### src/rtl/vc_noc_pkg.sv
// Shared constants, FSM state type and XY route helper for the VC NoC
// input buffer.
package vc_noc_pkg;

    // Flit type bit positions (one-hot; HOF|EOF is a single-flit packet)
    localparam int HOF = 0;
    localparam int BOF = 1;
    localparam int EOF = 2;

    // One-hot output port indices
    localparam int DIR_S  = 0;
    localparam int DIR_W  = 1;
    localparam int DIR_N  = 2;
    localparam int DIR_E  = 3;
    localparam int DIR_L  = 4;
    localparam int SN_DEF = 5;

    // Per-VC packet state
    typedef enum logic [1:0] {
        ST_IDLE   = 2'd0,
        ST_ROUTE  = 2'd1,
        ST_ACTIVE = 2'd2
    } vc_state_e;

    // Dimension-ordered routing: resolve X first, then Y, else deliver locally.
    function automatic logic [SN_DEF-1:0] xy_route(
        input logic [7:0] dx,
        input logic [7:0] dy,
        input logic [7:0] ax,
        input logic [7:0] ay
    );
        logic [SN_DEF-1:0] r;
        r = '0;
        if (dx > ax)      r[DIR_E] = 1'b1;
        else if (dx < ax) r[DIR_W] = 1'b1;
        else if (dy > ay) r[DIR_N] = 1'b1;
        else if (dy < ay) r[DIR_S] = 1'b1;
        else              r[DIR_L] = 1'b1;
        return r;
    endfunction

endpackage

### src/rtl/vc_inpbuf_sync_if.sv
// Link and router-side signals of one input buffer, grouped per direction.
//
// Handshake rules, all sampled on the rising clock edge:
//  - Upstream write: divc one-hot selects the VC receiving di/dit; there is
//    no ready, flow control is by credits (cor pulses once per flit freed).
//  - VC allocation: vcr holds a one-hot route while waiting; a vcra pulse on
//    that VC is the grant, after which vcr drops.
//  - Switch traversal: swr[0] is "head valid"; doa while swr[0]=1 pops the
//    head at that edge. doa without a valid head has no effect.
// The head data bus is named dout because "do" is a reserved word.
interface vc_inpbuf_sync_if #(
    parameter int DW  = 32,
    parameter int VCN = 2,
    parameter int SN  = 5,
    parameter int FT  = 3
);
    logic [DW-1:0]     di;
    logic [FT-1:0]     dit;
    logic [VCN-1:0]    divc;
    logic [VCN-1:0]    cor;
    logic [VCN*DW-1:0] dout;
    logic [VCN*FT-1:0] dot;
    logic [VCN*SN-1:0] dortg;
    logic [VCN-1:0]    doa;
    logic [VCN*SN-1:0] vcr;
    logic [VCN-1:0]    vcra;
    logic [VCN*2-1:0]  swr;

    // Upstream link plus allocators/crossbar: drives flits, grants and pops
    modport master (
        output di, dit, divc, doa, vcra,
        input  cor, dout, dot, dortg, vcr, swr
    );

    // The input buffer itself
    modport slave (
        input  di, dit, divc, doa, vcra,
        output cor, dout, dot, dortg, vcr, swr
    );
endinterface

### src/rtl/vc_fifo.sv
// Register FIFO for one virtual channel. Head is always presented on rdata;
// a write while full is accepted only when a read happens in the same cycle.
module vc_fifo #(
    parameter int W     = 35,
    parameter int DEPTH = 4,
    localparam int AW   = $clog2(DEPTH),
    localparam int CW   = AW + 1
) (
    input  logic          clk,
    input  logic          rst,
    input  logic          wr,
    input  logic [W-1:0]  wdata,
    input  logic          rd,
    output logic [W-1:0]  rdata,
    output logic          empty,
    output logic          full,
    output logic [CW-1:0] count
);
    logic [W-1:0]  mem [DEPTH];
    logic [AW-1:0] wp;
    logic [AW-1:0] rp;
    logic          rd_ok;
    logic          wr_ok;

    assign empty = (count == '0);
    assign full  = (count == CW'(DEPTH));
    assign rd_ok = rd && !empty;
    assign wr_ok = wr && (!full || rd_ok);
    assign rdata = mem[rp];

    // Storage array; stale entries are harmless because pointers gate visibility
    always_ff @(posedge clk) begin
        if (!rst && wr_ok) mem[wp] <= wdata;
    end

    // Pointers wrap naturally at DEPTH (power of two); count tracks occupancy
    always_ff @(posedge clk) begin
        if (rst) begin
            wp    <= '0;
            rp    <= '0;
            count <= '0;
        end else begin
            if (wr_ok) wp <= wp + AW'(1);
            if (rd_ok) rp <= rp + AW'(1);
            case ({wr_ok, rd_ok})
                2'b10:   count <= count + CW'(1);
                2'b01:   count <= count - CW'(1);
                default: count <= count;
            endcase
        end
    end
endmodule

### src/rtl/vc_inpbuf_sync.sv
// Synchronous router input buffer: per-VC FIFOs, XY route computation on
// head flits, per-VC packet FSM driving VC and switch allocator requests,
// credit return on every pop, sticky overflow/protocol error flags.
module vc_inpbuf_sync
    import vc_noc_pkg::*;
#(
    parameter int DW    = 32,
    parameter int VCN   = 2,
    parameter int DEPTH = 4,
    parameter int SN    = SN_DEF,
    parameter int FT    = 3,
    localparam int CW   = $clog2(DEPTH) + 1
) (
    input  logic                 clk,
    input  logic                 rst,
    vc_inpbuf_sync_if.slave      bus,
    input  logic [7:0]           addrx,
    input  logic [7:0]           addry,
    output logic [1:0]           err,
    output logic [2*VCN-1:0]     dbg_state,
    output logic [VCN*CW-1:0]    dbg_count
);
    logic              wr_one;
    logic              wr_multi;
    logic [VCN-1:0]    ovf;
    logic [VCN-1:0]    perr;
    logic [VCN-1:0]    cor_v;
    logic [VCN*DW-1:0] dout_v;
    logic [VCN*FT-1:0] dot_v;
    logic [VCN*SN-1:0] dortg_v;
    logic [VCN*SN-1:0] vcr_v;
    logic [VCN*2-1:0]  swr_v;

    assign wr_one   = $onehot(bus.divc);
    assign wr_multi = (bus.divc != '0) && !wr_one;

    for (genvar v = 0; v < VCN; v++) begin : g_vc
        logic [DW+FT-1:0] rdata;
        logic             empty;
        logic             full;
        logic             wr;
        logic             rd;
        logic [CW-1:0]    count;
        logic [DW-1:0]    hd;
        logic [FT-1:0]    ht;
        vc_state_e        state;
        logic [SN-1:0]    vcr_q;
        logic [SN-1:0]    rtg_q;
        logic             cor_q;

        // Head is forced to zero when the FIFO holds nothing
        assign hd = empty ? '0 : rdata[DW+FT-1:FT];
        assign ht = empty ? '0 : rdata[FT-1:0];

        // Pop on crossbar accept in ACTIVE, or discard a stray non-head flit in IDLE
        assign rd = !empty &&
                    (((state == ST_ACTIVE) && bus.doa[v]) ||
                     ((state == ST_IDLE) && !ht[HOF]));
        assign wr = wr_one && bus.divc[v] && (!full || rd);

        assign ovf[v]  = wr_one && bus.divc[v] && full && !rd;
        assign perr[v] = (state == ST_IDLE) && !empty && !ht[HOF];

        vc_fifo #(
            .W     (DW + FT),
            .DEPTH (DEPTH)
        ) u_fifo (
            .clk   (clk),
            .rst   (rst),
            .wr    (wr),
            .wdata ({bus.di, bus.dit}),
            .rd    (rd),
            .rdata (rdata),
            .empty (empty),
            .full  (full),
            .count (count)
        );

        // Packet FSM with registered route request, latched route and credit pulse
        always_ff @(posedge clk) begin
            if (rst) begin
                state <= ST_IDLE;
                vcr_q <= '0;
                rtg_q <= '0;
                cor_q <= 1'b0;
            end else begin
                cor_q <= rd;
                case (state)
                    ST_IDLE: begin
                        if (!empty && ht[HOF]) begin
                            state <= ST_ROUTE;
                            vcr_q <= xy_route(hd[7:0], hd[15:8], addrx, addry);
                        end
                    end
                    ST_ROUTE: begin
                        if (bus.vcra[v]) begin
                            state <= ST_ACTIVE;
                            rtg_q <= vcr_q;
                            vcr_q <= '0;
                        end
                    end
                    ST_ACTIVE: begin
                        if (rd && ht[EOF]) begin
                            state <= ST_IDLE;
                            rtg_q <= '0;
                        end
                    end
                    default: begin
                        state <= ST_IDLE;
                        vcr_q <= '0;
                        rtg_q <= '0;
                    end
                endcase
            end
        end

        assign cor_v[v]              = cor_q;
        assign dout_v[v*DW +: DW]    = hd;
        assign dot_v[v*FT +: FT]     = ht;
        assign dortg_v[v*SN +: SN]   = rtg_q;
        assign vcr_v[v*SN +: SN]     = vcr_q;
        assign swr_v[2*v +: 2]       = (state == ST_ACTIVE) ? {ht[EOF], !empty} : 2'b00;
        assign dbg_state[2*v +: 2]   = state;
        assign dbg_count[v*CW +: CW] = count;
    end

    assign bus.cor   = cor_v;
    assign bus.dout  = dout_v;
    assign bus.dot   = dot_v;
    assign bus.dortg = dortg_v;
    assign bus.vcr   = vcr_v;
    assign bus.swr   = swr_v;

    // Sticky error flags, cleared only by reset
    always_ff @(posedge clk) begin
        if (rst) begin
            err <= 2'b00;
        end else begin
            if (|ovf)               err[0] <= 1'b1;
            if (wr_multi || |perr)  err[1] <= 1'b1;
        end
    end
endmodule

### src/flat_wrapper.sv
// flat-port wrapper written by rule: the top's interface ports become plain ports
module vc_inpbuf_sync_flat import vc_noc_pkg::*;
#(
    parameter int DW    = 32,
    parameter int VCN   = 2,
    parameter int DEPTH = 4,
    parameter int SN    = SN_DEF,
    parameter int FT    = 3,
    localparam int CW   = $clog2(DEPTH) + 1
)
  (clk, rst, addrx, addry, err, dbg_state, dbg_count, bus_di, bus_dit, bus_divc, bus_doa, bus_vcra, bus_cor, bus_dout, bus_dot, bus_dortg, bus_vcr, bus_swr);
  vc_inpbuf_sync_if #(.DW(DW), .VCN(VCN), .SN(SN), .FT(FT)) bus_i ();
  input  logic clk;
  input  logic rst;
  input  logic [7:0] addrx;
  input  logic [7:0] addry;
  output logic [1:0] err;
  output logic [2*VCN-1:0] dbg_state;
  output logic [VCN*CW-1:0] dbg_count;
  input wire logic [$bits(bus_i.di)-1:0] bus_di;
  input wire logic [$bits(bus_i.dit)-1:0] bus_dit;
  input wire logic [$bits(bus_i.divc)-1:0] bus_divc;
  input wire logic [$bits(bus_i.doa)-1:0] bus_doa;
  input wire logic [$bits(bus_i.vcra)-1:0] bus_vcra;
  output wire logic [$bits(bus_i.cor)-1:0] bus_cor;
  output wire logic [$bits(bus_i.dout)-1:0] bus_dout;
  output wire logic [$bits(bus_i.dot)-1:0] bus_dot;
  output wire logic [$bits(bus_i.dortg)-1:0] bus_dortg;
  output wire logic [$bits(bus_i.vcr)-1:0] bus_vcr;
  output wire logic [$bits(bus_i.swr)-1:0] bus_swr;
  assign bus_i.di = bus_di;
  assign bus_i.dit = bus_dit;
  assign bus_i.divc = bus_divc;
  assign bus_i.doa = bus_doa;
  assign bus_i.vcra = bus_vcra;
  assign bus_cor = bus_i.cor;
  assign bus_dout = bus_i.dout;
  assign bus_dot = bus_i.dot;
  assign bus_dortg = bus_i.dortg;
  assign bus_vcr = bus_i.vcr;
  assign bus_swr = bus_i.swr;
  vc_inpbuf_sync #(.DW(DW), .VCN(VCN), .DEPTH(DEPTH), .SN(SN), .FT(FT)) u_core (.clk(clk), .rst(rst), .bus(bus_i), .addrx(addrx), .addry(addry), .err(err), .dbg_state(dbg_state), .dbg_count(dbg_count));
endmodule
### config.mk
export PLATFORM = sky130hd
export DESIGN_NAME = vc_inpbuf_sync_flat
export DESIGN_NICKNAME = d
export VERILOG_FILES = /design/src/rtl/vc_noc_pkg.sv /design/src/rtl/vc_inpbuf_sync_if.sv /design/src/rtl/vc_fifo.sv /design/src/rtl/vc_inpbuf_sync.sv /design/src/flat_wrapper.sv
export SDC_FILE = /design/constraint.sdc
export NUM_CORES = 1
export LEC_CHECK = 0
export CORE_ASPECT_RATIO = 0.75
export CORE_MARGIN = 5
export CORE_UTILIZATION = 55
export DETAILED_ROUTE_END_ITERATION = 7
export GPL_ROUTABILITY_DRIVEN = 0
export GPL_TIMING_DRIVEN = 0
export PLACE_DENSITY = 0.77
export SLEW_MARGIN = 25
export SYNTH_ARGS = -nofsm -noshare
export SYNTH_HDL_FRONTEND = slang
export SYNTH_SLANG_ARGS = --single-unit
### constraint.sdc
create_clock -name clk -period 3.5 [get_ports clk]
set_input_delay 0.7 -clock clk [delete_from_list [all_inputs] [get_ports clk]]
set_output_delay 0.7 -clock clk [all_outputs]
set_load 0.005 [all_outputs]
==> results.json <==
{
  "ant_nets": 0,
  "track_usage_pct": 21.8,
  "p_switching_uw": 3480,
  "ys_top_cells_by_count": "280 x edfxtp_1, 64 x mux4_2, 46 x dfxtp_1",
  "dp_hpwl_um": 21200,
  "synth.largest_area_cell": "edfxtp_1",
  "cpMaxStageDelayCell": "mux4_2",
  "hp-class": "register to register",
  "cpLargestDelayFamily": "buffers and inverters",
  "intPower_uw": 8350,
  "viasPerCell": 5.70,
  "p_per_area_nw_per_um2": 708,
  "grt_pass1_vias": 7759,
  "placed_area_um2": 15700,
  "dpl.cell_count": 1292,
  "min_period_over_period_pct": 95.5,
  "synth.area.top_cells": "edfxtp_1 63%, mux4_2 11%, dfxtp_1 6.9%",
  "rows": 49,
  "ys_ff_latch": 326,
  "cts.sinks": 326,
  "postLayoutCellArea_um2": 16700,
  "dieHeight_um": 145,
  "worst_slack_ns": 0.156,
  "nFillCells": 1561,
  "ys_types": 56,
  "syn-instance-count": 787,
  "ys.flop_type": "edfxtp_1",
  "nets": 1096,
  "start_util_pct": 56.0,
  "seq_area_frac_synth_pct": 69.5,
  "cap_viol_max_count": 0,
  "crit_buf_inv": 3,
  "arrival_ns": 2.64,
  "cts_tree": "done",
  "power_frac_clock_pct": 27.0,
  "postCtsSetupBuffers": 0,
  "first_pass_iters": 6,
  "clkLatencyLatePin_ns": 0.54,
  "setup_viol": 0,
  "gr-total-overflow": 0,
  "grt_pass1_wl_um": 46000,
  "synth_edf_count": 280,
  "async_reset_ff_share_pct": 0,
  "netlist_area_um2": 13400,
  "grt_max_degree": 23,
  "clockRootBuffer": "clkbuf_16",
  "die_area_um2": 27700,
  "h-tree-depth": 1,
  "ir_worst_vdd_mv": 0.487,
  "final-seq-area_um2": 9330,
  "final_hold_viol_count": 0,
  "comb_power_share_pct": 35.1,
  "power_uw": 11800,
  "syn-num-nets": 890,
  "clk_pin_slew_ns": 0.06,
  "yosys_warnings": 0,
  "fin_cells": 1343,
  "p_leak_uw": 0.00566,
  "synth_top_area_share_pct": 62.7,
  "cp-end-kind": "primary output",
  "cts_buffers": 30,
  "antenna_found_initial": 2,
  "routed_wl_um": 30500,
  "syn_to_final_growth_pct": 24.5,
  "worst_ep_required_time_ns": 2.80,
  "clock-skew-final_ns": 0.00784,
  "yosysMostFrequentCell": "edfxtp_1",
  "syn_area_per_cell_um2": 17.1,
  "route.detailed.drc": 0,
  "cts.path.max_buffers": 3,
  "pwr-share-seq_pct": 37.9,
  "status": "completed",
  "fin_crit_ns": 3.34,
  "crit_type": "register to primary output",
  "vias": 7651,
  "slew_headroom_pct": 36.0,
  "die_w_um": 190,
  "cp_max_fo": 10,
  "drt-initial-drc-count": 597,
  "portBuffers": 166,
  "coreArea_um2": 24000,
  "multiInputGateArea_um2": 3840,
  "ios": 167,
  "dp_slack_ns": -0.137,
  "p_sw_share_pct": 29.4,
  "rsz0062_at_grt": "no",
  "crit_path_start_kind": "register",
  "final_layout_size_suffix_gt1_share_pct": 15.9,
  "finalMaxSlewViolations": 0,
  "slowest_delay_ns": 0.54,
  "cp_cell_sequence": "buf_6 > buf_2 > mux4_2 > and2_1 > clkdlybuf4s50_1",
  "fin_util_pct": 69.7,
  "num_antenna_cells": 0,
  "fmax_mhz": 299,
  "worst_slew_pin_slew_ns": 0.952,
  "wl_per_cell_um": 22.7
}
## registers in the layout, indices dropped and copies added (netlist names), named ones only
register	cells
u_core.g_vc.rtg_q	10
u_core.err	2
u_core.g_vc.u_fifo.wp	4
u_core.g_vc.u_fifo.rp	4
u_core.g_vc.state	4
u_core.g_vc.cor_q	2
u_core.g_vc.u_fifo.mem	280
u_core.g_vc.vcr_q	10
u_core.g_vc.u_fifo.count	6
## per-layer routing
metal / vias up / track usage [%] / routed length, µm
li1: 3444 / - / -
met2: 312 / 34.0 / 14100
met1: 3834 / 32.2 / 13400
met3: 57 / 4.39 / 2260
met5: - / 0 / 19
met4: 4 / 5.49 / 730
## worst paths after layout
path / start / slack [ns] / endpoint / cells after the start
worst max-delay path: register / 0.16 / bus_dout[50] / 5
worst min-delay path: u_core.g_vc[0].vcr_q[4]$_SDFFE_PP0P_ / 0.46 / u_core.g_vc[0].vcr_q[4]$_SDFFE_PP0P_ / 2
worst max register to register: register / 0.26 / u_core.g_vc[1].vcr_q[0]$_SDFFE_PP0P_ / 10
worst min register to register: u_core.g_vc[0].vcr_q[4]$_SDFFE_PP0P_ / 0.46 / u_core.g_vc[0].vcr_q[4]$_SDFFE_PP0P_ / 2
## timing repair
action	in CTS	in global routing
hold buffers	0	0
resized for setup	15	14
endpoints found under the setup margin	58	14
## through the flow
stage / setup TNS (ns) / hold WS (ns)
2_1_floorplan: 0 / 0.447
3_3_place_gp: -117.06 / 0.450
3_5_place_dp: -0.428 / 0.452
4_1_cts: 0 / 0.461
5_1_grt: 0 / 0.485
6_report: 0 / 0.460
## area by class of cell
class | count | area share [%]
Sequential cell | 326 | 55.8
Multi-Input combinational cell | 395 | 23.0
Timing Repair Buffer | 174 | 11.1
Clock buffer | 45 | 5.26
Tap cell | 331 | 2.48
Buffer | 33 | 1.14
Inverter | 33 | 0.741
Clock inverter | 6 | 0.487
## cells by family (layout without fill, tap and decap cells)
logic type / after synthesis / after routing / synth area share (%)
XOR/XNOR: 10 / 10 / 0.653
multiplexers: 77 / 77 / 12.0
AO/OA/AOI/OAI: 67 / 67 / 3.21
flip-flops: 326 / 326 / 69.5
adder cells (fa/ha/maj): 44 / 44 / 4.21
AND/OR/NAND/NOR: 197 / 197 / 8.34
buffers and inverters: 66 / 291 / 2.07
## power groups by stage
stage | Clock [µW] | Combinational (µW) | Sequential, µW
6_report | 3190 | 4150 | 4490
5_1_grt | 3410 | 4520 | 4500
4_1_cts | 3240 | 4180 | 4490
3_5_place_dp | 0 | 4120 | 4560
3_3_place_gp | 0 | 4050 | 4560
2_1_floorplan | 0 | 2130 | 4540
## placed cells by master, fill, tap and decap left out, types with 4 or more instances in the layout
cell,netlist,routed
mux2i_1,8,8
mux4_2,64,64
clkbuf_2,0,8
and2_2,0,8
nor3_1,9,8
buf_2,6,6
a21oi_1,25,25
buf_4,2,4
ha_1,42,42
clkbuf_1,16,17
clkdlybuf4s50_1,0,166
xnor2_1,4,4
edfxtp_1,280,280
nand3_1,9,9
o21ai_0,14,13
or3_1,6,6
nor2b_1,39,38
inv_1,33,33
nand3b_1,4,4
and2_1,43,35
xor2_1,6,6
a211oi_1,5,5
a22o_1,9,9
nor2_1,38,38
clkbuf_16,0,32
nand4_1,5,5
nand2_1,21,21
clkbuf_4,0,5
dfxtp_1,46,46
buf_16,0,5
## worst min-delay path, stage by stage, from the launching register on
cell	delay [ns]
dfxtp_1	0.32
nand2_1	0.06
nand2_1	0.04
Power figures use the tool's default switching activity.
